[src/rtl/sram_req_arbiter.sv]
// sram_req_arbiter: arbitrates inst/data SRAM-like requesters onto one bus with in-order response routing.
// Optional ARB_ROUND_ROBIN_EN alternates grants on contention; default favours the data side.
module sram_req_arbiter #(
    parameter int OUTST_DEPTH = 4
) (
    input  logic        clk,
    input  logic        reset,
    input  logic        inst_req,
    input  logic        inst_wr,
    input  logic [1:0]  inst_size,
    input  logic [31:0] inst_addr,
    input  logic [31:0] inst_wdata,
    output logic        inst_addr_ok,
    output logic        inst_data_ok,
    output logic [31:0] inst_rdata,
    input  logic        data_req,
    input  logic        data_wr,
    input  logic [1:0]  data_size,
    input  logic [3:0]  data_wstrb,
    input  logic [31:0] data_addr,
    input  logic [31:0] data_wdata,
    output logic        data_addr_ok,
    output logic        data_data_ok,
    output logic [31:0] data_rdata,
    output logic        mem_req,
    output logic        mem_wr,
    output logic [1:0]  mem_size,
    output logic [3:0]  mem_wstrb,
    output logic [31:0] mem_addr,
    output logic [31:0] mem_wdata,
    input  logic        mem_addr_ok,
    input  logic        mem_data_ok,
    input  logic [31:0] mem_rdata
);
    localparam int AW = $clog2(OUTST_DEPTH);
    localparam int CW = AW + 1;
    localparam logic [CW-1:0] FULL = CW'(OUTST_DEPTH);

    logic [OUTST_DEPTH-1:0] ids;
    logic [AW-1:0]          head, tail;
    logic [CW-1:0]          count;
    logic                   locked, lock_id, gnt, both_pick, blocked, hs, pop;

`ifdef ARB_ROUND_ROBIN_EN
    logic last;
    assign both_pick = ~last;
    always_ff @(posedge clk) begin
        if (reset) last <= 1'b0;
        else if (hs) last <= gnt;
    end
`else
    assign both_pick = 1'b1;
`endif

    // gnt: 0 = inst, 1 = data; a stalled request keeps its grant until accepted
    assign gnt     = locked ? lock_id : (inst_req && data_req) ? both_pick : data_req;
    assign blocked = count == FULL;
    assign mem_req = (gnt ? data_req : inst_req) && !blocked;
    assign hs      = mem_req && mem_addr_ok;
    assign pop     = mem_data_ok && (count != '0) && !reset;

    assign mem_wr    = gnt ? data_wr    : inst_wr;
    assign mem_size  = gnt ? data_size  : inst_size;
    assign mem_wstrb = gnt ? data_wstrb : 4'b0000;
    assign mem_addr  = gnt ? data_addr  : inst_addr;
    assign mem_wdata = gnt ? data_wdata : inst_wdata;

    assign inst_addr_ok = hs && !gnt;
    assign data_addr_ok = hs && gnt;
    assign inst_data_ok = pop && !ids[head];
    assign data_data_ok = pop && ids[head];
    assign inst_rdata   = mem_rdata;
    assign data_rdata   = mem_rdata;

    always_ff @(posedge clk) begin
        if (reset) begin
            head    <= '0;
            tail    <= '0;
            count   <= '0;
            locked  <= 1'b0;
            lock_id <= 1'b0;
        end else begin
            locked  <= mem_req && !mem_addr_ok;
            lock_id <= gnt;
            if (hs) tail <= tail + AW'(1);
            if (pop) head <= head + AW'(1);
            count <= count + CW'(hs) - CW'(pop);
        end
    end

    always_ff @(posedge clk) begin
        if (hs) ids[tail] <= gnt;
    end
endmodule
[config.mk]
export PLATFORM = sky130hd
export DESIGN_NAME = sram_req_arbiter
export DESIGN_NICKNAME = d
export VERILOG_FILES = /design/src/rtl/sram_req_arbiter.sv
export SDC_FILE = /design/constraint.sdc
export NUM_CORES = 1
export LEC_CHECK = 0
export ABC_CLOCK_PERIOD_IN_PS = 2700
export CAP_MARGIN = 20
export CORE_AREA = 2 2 123 125
export CTS_CLUSTER_DIAMETER = 100
export CTS_CLUSTER_SIZE = 40
export DETAILED_ROUTE_END_ITERATION = 10
export DIE_AREA = 0 0 125 127
export SETUP_SLACK_MARGIN = 0.1
export SYNTH_ARGS = -nofsm -noshare
export SYNTH_HDL_FRONTEND = slang
export SYNTH_SLANG_ARGS = --single-unit
[constraint.sdc]
create_clock -name clk -period 2.7 [get_ports clk]
set_input_delay 0.405 -clock clk [delete_from_list [all_inputs] [get_ports clk]]
set_output_delay 0.405 -clock clk [all_outputs]
set_load 0.03 [all_outputs]
Word level (Yosys, flattened, before mapping)
Cells that the tools add are included.
{"block": "classes", "order_cmp": 3, "n_addsub": 4, "multipliers": 0, "n_eq_ne": 1, "n_bitwise": 0, "shifts": 0, "div": 0, "n_reduce_logical": 17, "mux": 13}
{"op": "32-bit two-way mux", "n": 2}
{"op": "1-bit logical AND", "n": 11}
{"op": "2-bit by 3-bit less-than comparator with 1-bit output (second input constant)", "n": 2}
{"op": "1-bit two-way mux", "n": 6}
{"op": "1-bit zero test", "n": 5}
{"op": "2-bit by 1-bit adder with 2-bit output (second input constant)", "n": 2}
{"op": "4-bit bitwise mux", "n": 1}
{"op": "4-bit two-way mux", "n": 1}
{"op": "3-bit by 1-bit adder with 3-bit output", "n": 1}
{"op": "3-bit equality test (second input constant)", "n": 1}
{"op": "3-bit nonzero test", "n": 1}
{"op": "3-bit by 1-bit subtractor with 3-bit output", "n": 1}
{"op": "1-bit binary-select mux with 2-bit select", "n": 1}
{"op": "1-bit demux with 2-bit select", "n": 1}
{"op": "2-bit by 1-bit >= comparator with 1-bit output (second input constant)", "n": 1}
{"op": "2-bit two-way mux", "n": 1}
{"block": "word_totals", "mem_count": 0, "output_inout_bits": 140, "regBits": 13, "input_bits": 176, "mem_bits_rw": 0, "latchBits": 0, "rom_bits": 0, "word_cells": 44}

Logic depth before layout (Yosys ltp)
{"block": "logic_depth", "ltp_word": 8, "ltp_mapped": 11, "depth_no_buf": 11}

Least setup slack after synthesis
OpenSTA, ideal clock, no wires.
{"block": "synth_path", "path_kind": "flip-flop to flip-flop", "startpoint": "register locked", "endpoint": "register count[2]", "arrival_ps": 2102, "setup_slack_ps": 470, "setup_time_ps": 128, "path_stages_with_launch": 12, "required_ps": 2572, "path_cell_list": "dfxtp_1 mux2i_4 inv_2 o2111a_2 inv_1 ha_1 inv_1 ha_1 fa_1 xnor2_1 xnor2_1 nor2_1"}
{"block": "synth_via", "elab_chain_cells": 6}
{"item": "from (decl)", "line_no": "42", "text": "logic locked, lock_id, gnt, both_pick, blocked, hs, pop;"}
{"item": "from (signal assigned)", "line_no": "83", "text": "locked <= mem_req && !mem_addr_ok;"}
{"item": "1-bit two-way mux", "line_no": "56", "text": "assign gnt = locked ? lock_id : (inst_req && data_req) ? both_pick : data_req;"}
{"item": "1-bit two-way mux", "line_no": "58", "text": "assign mem_req = (gnt ? data_req : inst_req) && !blocked;"}
{"item": "1-bit logical AND", "line_no": "58"}
{"item": "1-bit logical AND", "line_no": "59", "text": "assign hs = mem_req && mem_addr_ok;"}
{"item": "3-bit by 1-bit adder with 3-bit output", "line_no": "87", "text": "count <= count + CW'(hs) - CW'(pop);"}
{"item": "3-bit by 1-bit subtractor with 3-bit output", "line_no": "87"}
{"item": "to (signal assigned)", "line_no": "87"}
{"item": "to (decl)", "line_no": "41", "text": "logic [CW-1:0] count;"}
Every way passes these cells.
A chain may end at the register's enable or synchronous reset.

Worst setup path in the final report
{"block": "layout_path", "startpoint": "input data_req", "endpoint": "output inst_addr_ok"}
{"block": "layout_via", "elab_chain_cells": 7, "elab_cells_between_ends": 8}
{"item": "from (decl)", "line_no": "16", "text": "input logic data_req,"}
{"item": "1-bit logical AND", "line_no": "56"}
{"item": "1-bit two-way mux (2 in a row)", "line_no": "56"}
{"item": "1-bit two-way mux", "line_no": "58"}
{"item": "1-bit logical AND", "line_no": "58"}
{"item": "1-bit logical AND", "line_no": "59"}
{"item": "1-bit logical AND *", "line_no": "68", "text": "assign inst_addr_ok = hs && !gnt;"}
{"item": "to (decl)", "line_no": "13", "text": "output logic inst_addr_ok,"}
Every way passes the cells marked *; elsewhere a longest branch is shown, timed or not.

==> impl_results.md <==
* Run status: completed
* Complex-gate fraction of the synthesized area at 2.21%
* Syn Inst Count at 351
* Width of the die at 125 µm
* Iter 0 DRT Violations at 66
* Fin crit share at 92.7%
* Die outline height at 127 µm
* Hold Slack at 0.503 ns
* Clock Sinks at 13
* Top Ports at 316
* Worst-case headroom to the max-slew limit at 73.8%
* Dominant register cell in the synthesized netlist: sky130_fd_sc_hd__dfxtp_1
* Actual slew at the worst max-slew pin at 0.393 ns
* Placed wire-length estimate at 7040 µm
* Beginning of the worst register-to-register path: count[2]
* GR Overflow Total at 0
* Leakage power total at 1.93 nW
* Worst EP arrival at 2.10 ns
* Clock tree skew after final layout at 0.00357 ns
* Mapped Avg Cell Area at 5.81 µm²
* Final GP Congestion at 0.723
* Worst Hold Endpoint: head[1]
* Via density per instance at 3.73
* Fin crit period at 2.50 ns
* Fraction of the mapped netlist area in simple logic gates at 45.6%
* Total global-route track usage at 9.75%
* Most frequent cell on the critical path: sky130_fd_sc_hd__clkdlybuf4s50_1
* Total nets after synthesis at 534
* Unrepaired setup endpoints after global routing: no
* Count of cells along the worst register-to-register path at 10
* Critical path start-end classification: in -> out
* Number of warnings issued by yosys at 0
* Share of async-settable or async-resettable flops after synthesis at 0%
* Highest metal layer with signal wires: met4
* Synth Register Bits at 13
* Maximum level of the CTS H-tree at 1
* First-pass GRT wire length at 12,800 µm
* Setup TNS at 0 ns
* Via count at 2,567
* Maximum clock frequency at 0.400 GHz
* Total number of nets in the final design at 688
* Total number of placement rows at 44
* Final setup viols at 0
* Parity-gate share of the synthesized area counting xor and xnor cells at 0.859%
* Number of failing hold endpoints at the final stage at 0
* Combinational family with the most area after synthesis: simple AND/OR/NAND/NOR gates
* Port bufs at 219
* Slowest cell on crit path: sky130_fd_sc_hd__clkdlybuf4s50_1
* Utilization of the core after routing at 27.6%
* Worst Setup Slack post-DPL at -0.00535 ns
* Total wirelength of the detailed-routed design at 8480 µm
* Number of antenna violations at the first check in global routing at 0
* Combined buffer and inverter count along the critical path at 3
* Buffer cell driving the clock tree root: sky130_fd_sc_hd__clkbuf_16
* Nature of the critical path startpoint: input port
* Proportion of layout cells with a drive suffix above 1 at 18.3%
* Met2 Routed Length at 4030 µm
* Area overhead of the layout relative to synthesis at 95.2%
* Maximum clock path buffer count at 2
* Number of diodes at 0
* Final number of max-transition violations at 0
* Min-Delay Path Depth at 2
* Portion of netlist area occupied by mux cells at 3.44%
* Detailed-router iteration count before antenna repair at 4
* Sequential element share of the synthesized area at 14.7%
* Met3 wire length at 1300 µm
* Areal power density over the cells at 439 nW/µm²
* Final Power at 1.75 mW
* Via count of the first global-routing pass at 2,498
* Core ar. at 14,400 µm²
* Distinct cells, synth at 31
* Drc violations at 0
* Reg2reg setup slack at 0.44 ns
* Number of buffers created by CTS at 3
* ANT nets after route at 0
* Metal-1 WL at 3020 µm
* Hold WC Path Type: reg -> reg
* Worst-skew pair later-pin latency at 0.24 ns
* Dominant delay contributor by cell family on the critical path: buffers and inverters
* Post-synthesis share of cell area spent on full adders, half adders and majority gates at 4.67%
* Maximum number of pins on one net before global-route repair at 40
* Critical Path RT at 2.30 ns
* Routed len/inst at 12.3 µm
* Largest fanout on the critical path at 2
* Number of enable flip-flop cells after synthesis at 4
* Worst VDD drop at 222 µV
* TritonCTS clock tree: yes
* Crit-path cells: clkdlybuf4s50_1, nand3b_1, buf_4, nand3_1, nor2_1, clkdlybuf4s50_1
* Initial core utilization at 14.1%
* Die Footprint at 15,900 µm²
* Worst reg2reg path endpoint: count[2]
* Worst path setup slack after routing at 0.198 ns
* Clock-pin transition on the worst setup and hold timing paths at 0.05 ns
* Crit path capture type: output port
* Total of max-cap violations at 0
* Cell area after technology mapping at 2040 µm²
* Launch instance of the worst min-delay path: head[1]
* Delay of the slowest critical-path stage at 0.68 ns
* Stages on the worst setup path at 6
[report_power, final]
group	total [mW]	internal, mW	switching [mW]
clock	0.282	0.199	0.0829
sequential	0.271	0.238	0.0332
combinational	1.19	0.571	0.623
total	1.75	1.01	0.739
[kinds of logic (layout without fill, tap and decap cells)]
logic type | after synthesis | count (layout)
DFF | 13 | 13
and+or+nand+nor | 231 | 231
buffers and inverters | 88 | 241
AOI/OAI and AO/OA | 6 | 6
xor gates and xnor gates | 2 | 2
adders and majority gates | 7 | 7
muxes | 4 | 4
[tightest hold or removal path: stages (launching register included)]
cell and delay (ns):
sky130_fd_sc_hd__dfxtp_1 0.32, sky130_fd_sc_hd__o31ai_1 0.07, sky130_fd_sc_hd__a21oi_1 0.06
[cells in the final DEF, fill, tap and decap left out, types with 2 or more instances in the layout]
master	n
sky130_fd_sc_hd__nand2_1	202
sky130_fd_sc_hd__clkdlybuf4s50_1	146
sky130_fd_sc_hd__buf_4	75
sky130_fd_sc_hd__and2_1	9
sky130_fd_sc_hd__dfxtp_1	9
sky130_fd_sc_hd__nor2_1	7
sky130_fd_sc_hd__inv_1	7
sky130_fd_sc_hd__buf_12	7
sky130_fd_sc_hd__ha_1	6
sky130_fd_sc_hd__edfxtp_1	4
sky130_fd_sc_hd__nand2b_1	3
sky130_fd_sc_hd__clkbuf_16	3
sky130_fd_sc_hd__nor3_1	2
sky130_fd_sc_hd__a21oi_1	2
sky130_fd_sc_hd__nor2b_1	2
[worst max-delay path by stage]
stage | slack [ns] | startpoint | end
after floorplan | 0.47 | locked | count[2]
after global placement | 0.02 | data_req | count[2]
after detailed placement | -0.005 | data_req | count[2]
after CTS | 0.20 | data_req | inst_addr_ok
after global routing | 0.09 | data_req | count[2]
final | 0.20 | data_req | inst_addr_ok
[state kept, by name, summed over array words and instances (netlist names)]
signal,count
locked,1
tail,2
ids,4
lock_id,1
count,3
head,2
[area by class of cell]
cell class	instances	area, µm²
fill	1591	10400
timing repair buffer	229	2170
multi-input combinational	250	1160
sequential	13	300
tap	184	230
clock buffer	4	78.8
inverter	8	30.0
[cells in the mapped netlist, types with 2 or more instances]
cell type	count	area, µm²
sky130_fd_sc_hd__nand2_1	202	758
sky130_fd_sc_hd__buf_4	64	480
sky130_fd_sc_hd__and2_1	9	56.3
sky130_fd_sc_hd__dfxtp_1	9	180
sky130_fd_sc_hd__buf_2	8	40.0
sky130_fd_sc_hd__clkbuf_1	8	30.0
sky130_fd_sc_hd__inv_1	7	26.3
sky130_fd_sc_hd__nor2_1	7	26.3
sky130_fd_sc_hd__ha_1	6	75.1
sky130_fd_sc_hd__edfxtp_1	4	120
sky130_fd_sc_hd__nand2b_1	3	18.8
sky130_fd_sc_hd__a21oi_1	2	10.0
sky130_fd_sc_hd__nor2b_1	2	12.5
sky130_fd_sc_hd__nor3_1	2	10.0
sky130_fd_sc_hd__xnor2_1	2	17.5
[metal layers]
metal / global-route usage (%) / vias up
li1: - / 1307
met1: 10.6 / 1051
met2: 16.8 / 203
met3: 5.53 / 6
met4: 1.83 / 0
met5: 0 / -
[per-stage QoR]
stage	instance area (µm²)	instances
2_1_floorplan	2040	351
3_3_place_gp	3890	684
3_5_place_dp	3890	684
4_1_cts	3970	688
5_1_grt	3980	688
6_report	3980	688
[what timing repair did]
action                                  4_1_cts  5_1_grt
buffers inserted                              0        0
endpoints found under the setup margin        1        1
resized for setup                             1        1
gates cloned                                  0        0
hold buffers                                  0        0
No activity file was read; power rests on OpenSTA's default activity.
